File: src/rtl/warp_scheduler.sv
// Per-core control FSM: steps each instruction through fetch, decode, operand
// request, memory wait, execute and update, and owns the shared program counter.
module warp_scheduler #(
    parameter int unsigned THREADS_PER_BLOCK = 4,
    parameter int unsigned PC_WIDTH          = 8
) (
    input  logic                                   clk,
    input  logic                                   reset,
    input  logic                                   start,
    input  logic [THREADS_PER_BLOCK-1:0]           thread_enable,
    input  logic                                   instruction_ready,
    input  logic                                   decoded_ret,
    input  logic [2*THREADS_PER_BLOCK-1:0]         lsu_state,
    input  logic [PC_WIDTH*THREADS_PER_BLOCK-1:0]  next_pc,
    output logic [2:0]                             core_state,
    output logic [PC_WIDTH-1:0]                    current_pc,
    output logic                                   done
);

    localparam int unsigned LSU_W = 2;

    typedef enum logic [2:0] {
        S_IDLE    = 3'b000,
        S_FETCH   = 3'b001,
        S_DECODE  = 3'b010,
        S_REQUEST = 3'b011,
        S_WAIT    = 3'b100,
        S_EXECUTE = 3'b101,
        S_UPDATE  = 3'b110,
        S_DONE    = 3'b111
    } state_t;

    localparam logic [LSU_W-1:0] LSU_REQUESTING = 2'b01;
    localparam logic [LSU_W-1:0] LSU_WAITING    = 2'b10;

    state_t              state_q, state_d;
    logic [PC_WIDTH-1:0] pc_q, pc_d;
    logic                done_q, done_d;

    logic                mem_stall_c;
    logic [PC_WIDTH-1:0] sel_pc_c;

    // Any enabled lane still talking to memory holds the core in WAIT.
    always_comb begin
        mem_stall_c = 1'b0;
        for (int i = 0; i < int'(THREADS_PER_BLOCK); i++) begin
            if (thread_enable[i] &&
                ((lsu_state[LSU_W*i +: LSU_W] == LSU_REQUESTING) ||
                 (lsu_state[LSU_W*i +: LSU_W] == LSU_WAITING))) begin
                mem_stall_c = 1'b1;
            end
        end
    end

    // Lowest-index enabled lane supplies the PC; with no lanes enabled, step by one.
    always_comb begin
        sel_pc_c = pc_q + PC_WIDTH'(1);
        for (int i = int'(THREADS_PER_BLOCK) - 1; i >= 0; i--) begin
            if (thread_enable[i]) begin
                sel_pc_c = next_pc[PC_WIDTH*i +: PC_WIDTH];
            end
        end
    end

    always_comb begin
        state_d = state_q;
        pc_d    = pc_q;
        done_d  = done_q;
        case (state_q)
            S_IDLE:    if (start) state_d = S_FETCH;
            S_FETCH:   if (instruction_ready) state_d = S_DECODE;
            S_DECODE:  state_d = S_REQUEST;
            S_REQUEST: state_d = S_WAIT;
            S_WAIT:    if (!mem_stall_c) state_d = S_EXECUTE;
            S_EXECUTE: state_d = S_UPDATE;
            S_UPDATE: begin
                if (decoded_ret) begin
                    state_d = S_DONE;
                    done_d  = 1'b1;
                end else begin
                    state_d = S_FETCH;
                    pc_d    = sel_pc_c;
                end
            end
            S_DONE:    state_d = S_DONE;
            default:   state_d = S_IDLE;
        endcase
    end

    always_ff @(posedge clk or negedge reset) begin
        if (!reset) begin
            state_q <= S_IDLE;
            pc_q    <= '0;
            done_q  <= 1'b0;
        end else begin
            state_q <= state_d;
            pc_q    <= pc_d;
            done_q  <= done_d;
        end
    end

    assign core_state = state_q;
    assign current_pc = pc_q;
    assign done       = done_q;

endmodule
File: config.mk
export PLATFORM = sky130hd
export DESIGN_NAME = warp_scheduler
export DESIGN_NICKNAME = d
export VERILOG_FILES = /design/src/rtl/warp_scheduler.sv
export SDC_FILE = /design/constraint.sdc
export NUM_CORES = 1
export LEC_CHECK = 0
export ABC_AREA = 1
export CORE_MARGIN = 2
export CORE_UTILIZATION = 41
export DETAILED_ROUTE_END_ITERATION = 12
export DONT_BUFFER_PORTS = 1
export SYNTH_ARGS = -nofsm -noshare
export SYNTH_HDL_FRONTEND = slang
export SYNTH_SLANG_ARGS = --single-unit
File: constraint.sdc
create_clock -name clk -period 1.4 [get_ports clk]
set_input_delay 0.28 -clock clk [delete_from_list [all_inputs] [get_ports clk]]
set_output_delay 0.28 -clock clk [all_outputs]
set_load 0.05 [all_outputs]
== Word level (Yosys, flattened, before mapping) ==
Cells that the tools add are included.
Widths: inputs -> output; s select.

* Register bits: 12
* Bits in latches: 0
* Logic and storage cells: 48
* ROM bits: 0
* Bits in writable memories: 0
* Input bits: 49
* Output and inout port bits: 12
* Memories: 0

* Div/mod/pow operators: 0
* Reductions and logical operators: 12
* Bitwise operators: 1
* $lt $le $gt $ge: 0
* Mux-type cells: 13
* Shift-type cells: 0
* Add/subtract/negate cells: 1
* Equality and inequality tests: 18
* $mul: 0

{| class="wikitable"
|+ Operator list
! operator !! count
|-
| $mux 8 || 4
|-
| $pmux 3 s8 || 1
|-
| $eq 3x3->1 const B || 4
|-
| $mux 3 || 4
|-
| $add 8x1->8 const B || 1
|-
| $eq 2x1->1 const B || 4
|-
| $eq 2x2->1 const B || 4
|-
| $eq 3x2->1 const B || 2
|-
| $ne 2x2->1 const B || 3
|-
| $logic_and 1x1->1 || 4
|-
| $logic_or 1x1->1 || 4
|-
| $mux 1 || 4
|-
| $reduce_and 2->1 || 2
|-
| $eq 3x1->1 const B || 1
|-
| $logic_not 3->1 || 1
|-
| $reduce_and 3->1 || 1
|-
| $not 1->1 || 1
|}

== Logic depth before layout (Yosys ltp) ==
* Depth after elaboration: 9
* Gate-level depth with buffers: 11
* Gate-level depth less buffers: 11

== Worst setup path before layout ==
No wires, ideal clock.

* Path type: flip-flop to flip-flop
* From: register pc_q[0], in the netlist current_pc[0]
* To: register pc_q[6], in the netlist current_pc[6]
* Arrival time: 1.511 ns
* Data required time: 1.282 ns
* Stages on the path, launching flop included: 11
* Buffers on the path: 0
* Period minus slack after synthesis: 1.629 ns
* Slack: -0.229 ns
* Setup time: 0.118 ns
* Path through: dfrtp_1 ha_1 nand3_1 nor2_1 nand2_1 nand3_1 nand2_1 inv_1 o21ai_1 nand2_1 nand2_1

* Word-level cells in the longest chain between the ends: 5

{| class="wikitable"
|+ Ends and longest elaborated chain
! element !! RTL line !! text
|-
| start, declared || 37 || <nowiki>logic [PC_WIDTH-1:0] pc_q, pc_d;</nowiki>
|-
| start signal, assigned || 97 || <nowiki>pc_q <= pc_d;</nowiki>
|-
| $add 8x1->8 || 57 || <nowiki>sel_pc_c = pc_q + PC_WIDTH'(1);</nowiki>
|-
| $mux 8 (4 in series) || 59 || <nowiki>if (thread_enable[i]) begin</nowiki>
|}

Every way passes these cells.
A chain may end at the register's enable or synchronous reset.

== Worst setup path after layout ==
* From: register pc_q[2], in the netlist current_pc[2]
* To: output current_pc[2]

{| class="wikitable"
|+ RTL lines
! element !! RTL line !! text
|-
| end, declared || 16 || <nowiki>output logic [PC_WIDTH-1:0] current_pc,</nowiki>
|}

No word-level cell between the ends.

==> run summary <==
DRC errors left: 0
Placement Setup Slack: 0.0584 ns
Worst r2r dst: current_pc[4]$_DFFE_PN0P_
Setup TNS: 0 ns
Synthesis-to-layout area growth: 17.5%
Area share of the largest cell type after synthesis: 0.277
WP data arrival: 1.05 ns
Worst EP required: 1.12 ns
Initial antenna violation count: 0
Most frequent cells in the layout: nand2_1 (53), nor2_1 (23), a21oi_1 (15)
RSZ-0062 raised after global routing: yes
First-pass GRT wire length: 4780 um
Final Hold Slack: 0.134 ns
Design area: 1270 um^2
Layout cells sized above 1: 0.253
Reg clk slew, reported paths: 0.08 ns
Die area: 3070 um^2
Num CTS Buffers: 3
Routed vias/inst: 5.29
Die height: 55.4 um
Final min period: 1.33 ns
M2 GR Usage: 0.328
# Max-Cap Violations: 0
Worst Hold Depth: 2
Crit end category: output pin
Row count: 18
Rel. slew slack: 0.630
Placed Area: 1190 um^2
Hold Path Class: in2reg
TritonRoute pass-1 iters: 4
I/O Buffers: 0
Worst Hold End: current_pc[0]$_DFFE_PN0P_
Synth warnings: 0
Status: finished, final reports clean
Mean Syn Cell Area: 6.31 um^2
Gate Count Post-Synth: 172
# IOs: 61
Starting DRT DRC Count: 21
Sequential share of the synthesized area: 0.277
Final std cells w/o fill: 216
Power per cell area: 577 nW/um^2
Maximum vdd drop: 0.000357 V
Drt wl/cell: 13.4 um
Root Driver: clkbuf_4
Unique masters post-synth: 28
Synthesized Nets: 222
Fin crit share: 0.950
Total global routing overflow: 0
Cell taking the most area after synthesis: dfrtp_1
Ant diodes: 0
Worst reg2reg startpoint: current_pc[1]$_DFFE_PN0P_
Worst slew pin tran: 0.554 ns
Setup CP Type: reg2out
Pin count of the biggest net entering global routing: 16
Setup slack, reg-to-reg: 0.08 ns
Initial Util: 0.434
Placed cells: 209
Max clock buf depth: 2
Final worst-path setup slack: 0.0696 ns
Total number of H-tree levels: 1
Gr usage total: 0.188
Synth Cell Area: 1080 um^2
HPWL after detailed placement: 2340 um
Highest clock rate: 0.752 GHz
Gr busiest metal: met2
RePlAce Congestion: 0.822
Die width: 55.4 um
Vias in the first global route: 1152
Most common cell after layout, fill and taps aside: nand2_1
Routed WL: 2890 um
Critical path launch point type: register
Clk_skew: 0.00203 ns
Final Max Slew Viols: 0
Synth top area cells: dfrtp_1 (28%), nand2_1 (19%), nor2_1 (8.0%)
Post-route ant nets: 0
R2r worst-path depth: 10
Clock tree sinks: 12
Clk_lat worst skew: 0.27 ns
# nets final: 237
CP Max Fanout: 5
P_leak: 0.579 nW
Final setup vio count: 0
GR Util met3: 0.0492
Met1 usage: 0.230
CTS tree: built
FF+latch count, synth: 12
Core area: 2500 um^2
Routed vias: 1143
Count of final hold-check violations: 0
Hold Startpoint: thread_enable[0]
## layer usage
layer | vias up | share of wire
met5 | - | 0
met4 | 0 | 0
met3 | 0 | 0.083
met2 | 37 | 0.50
met1 | 506 | 0.41
li1 | 600 | -
## logic make-up after synthesis
group | after synthesis | share of synthesized area
AOI/OAI and AO/OA | 41 | 0.216
adders and majority gates | 1 | 0.0115
DFF | 12 | 0.277
xor gates and xnor gates | 2 | 0.0162
buffers and inverters | 19 | 0.101
and+or+nand+nor | 97 | 0.378
## worst max path at each step
stage | slack (ns) | endpoint | startpoint
3_3_place_gp | 0.08 | current_pc[4]$_DFFE_PN0P_ | current_pc[0]$_DFFE_PN0P_
2_1_floorplan | 0.006 | current_pc[6]$_DFFE_PN0P_ | current_pc[0]$_DFFE_PN0P_
6_report | 0.07 | current_pc[2] | current_pc[2]$_DFFE_PN0P_
4_1_cts | 0.05 | current_pc[4]$_DFFE_PN0P_ | current_pc[0]$_DFFE_PN0P_
5_1_grt | -0.04 | current_pc[4]$_DFFE_PN0P_ | current_pc[0]$_DFFE_PN0P_
3_5_place_dp | 0.06 | current_pc[4]$_DFFE_PN0P_ | current_pc[0]$_DFFE_PN0P_
## final cells by class
| class | instances | area (um^2) |
|---|---|---|
| clock buffers | 4 | 36.3 |
| inverters | 14 | 65.1 |
| well taps | 30 | 37.5 |
| repair buffers | 15 | 115 |
| fillers | 266 | 1220 |
| multi-input cells | 141 | 709 |
| flip-flops and latches | 12 | 312 |
## critical path: stages (launching register included)
cell and delay [ns]:
dfrtp_2 0.45, buf_4 0.15, buf_4 0.18
## per-stage QoR
stage / total power [W] / util
after floorplan: 0.000450 / -
after global placement: 0.000451 / 0.476
after detailed placement: 0.000452 / 0.476
after CTS: 0.000746 / 0.495
after global routing: 0.000775 / 0.510
final: 0.000735 / 0.510
## where the power goes
part	internal (W)	total (W)	switching [W]
clock	0.000158	0.000282	0.000124
combinational	0.0000466	0.000107	0.0000608
sequential	0.000346	0.000346	0
total	0.000551	0.000735	0.000185
## sequential cells by signal, summed over array words and instances (netlist names)
| name | flops |
|---|---|
| core_state | 3 |
| done | 1 |
| current_pc | 8 |
## cell usage after synthesis, drive strengths merged
cell type  number
a31oi           1
o21ai          17
or2             2
a22oi           1
o2111ai         1
a31o            1
xnor2           2
ha              1
nand3          10
inv            14
buf             5
o21bai          1
nor2           27
nand4           1
nand2          56
a21oi          15
o211ai          4
nor3            1
dfrtp          12
## repair_timing
item,in CTS,in global routing
endpoints found under the setup margin,0,4
hold buffers,1,0
gates resized for setup,0,6
endpoints found under the hold margin,12,0
setup buffers,0,2
Note: power is estimated with default switching activity, not from simulation.
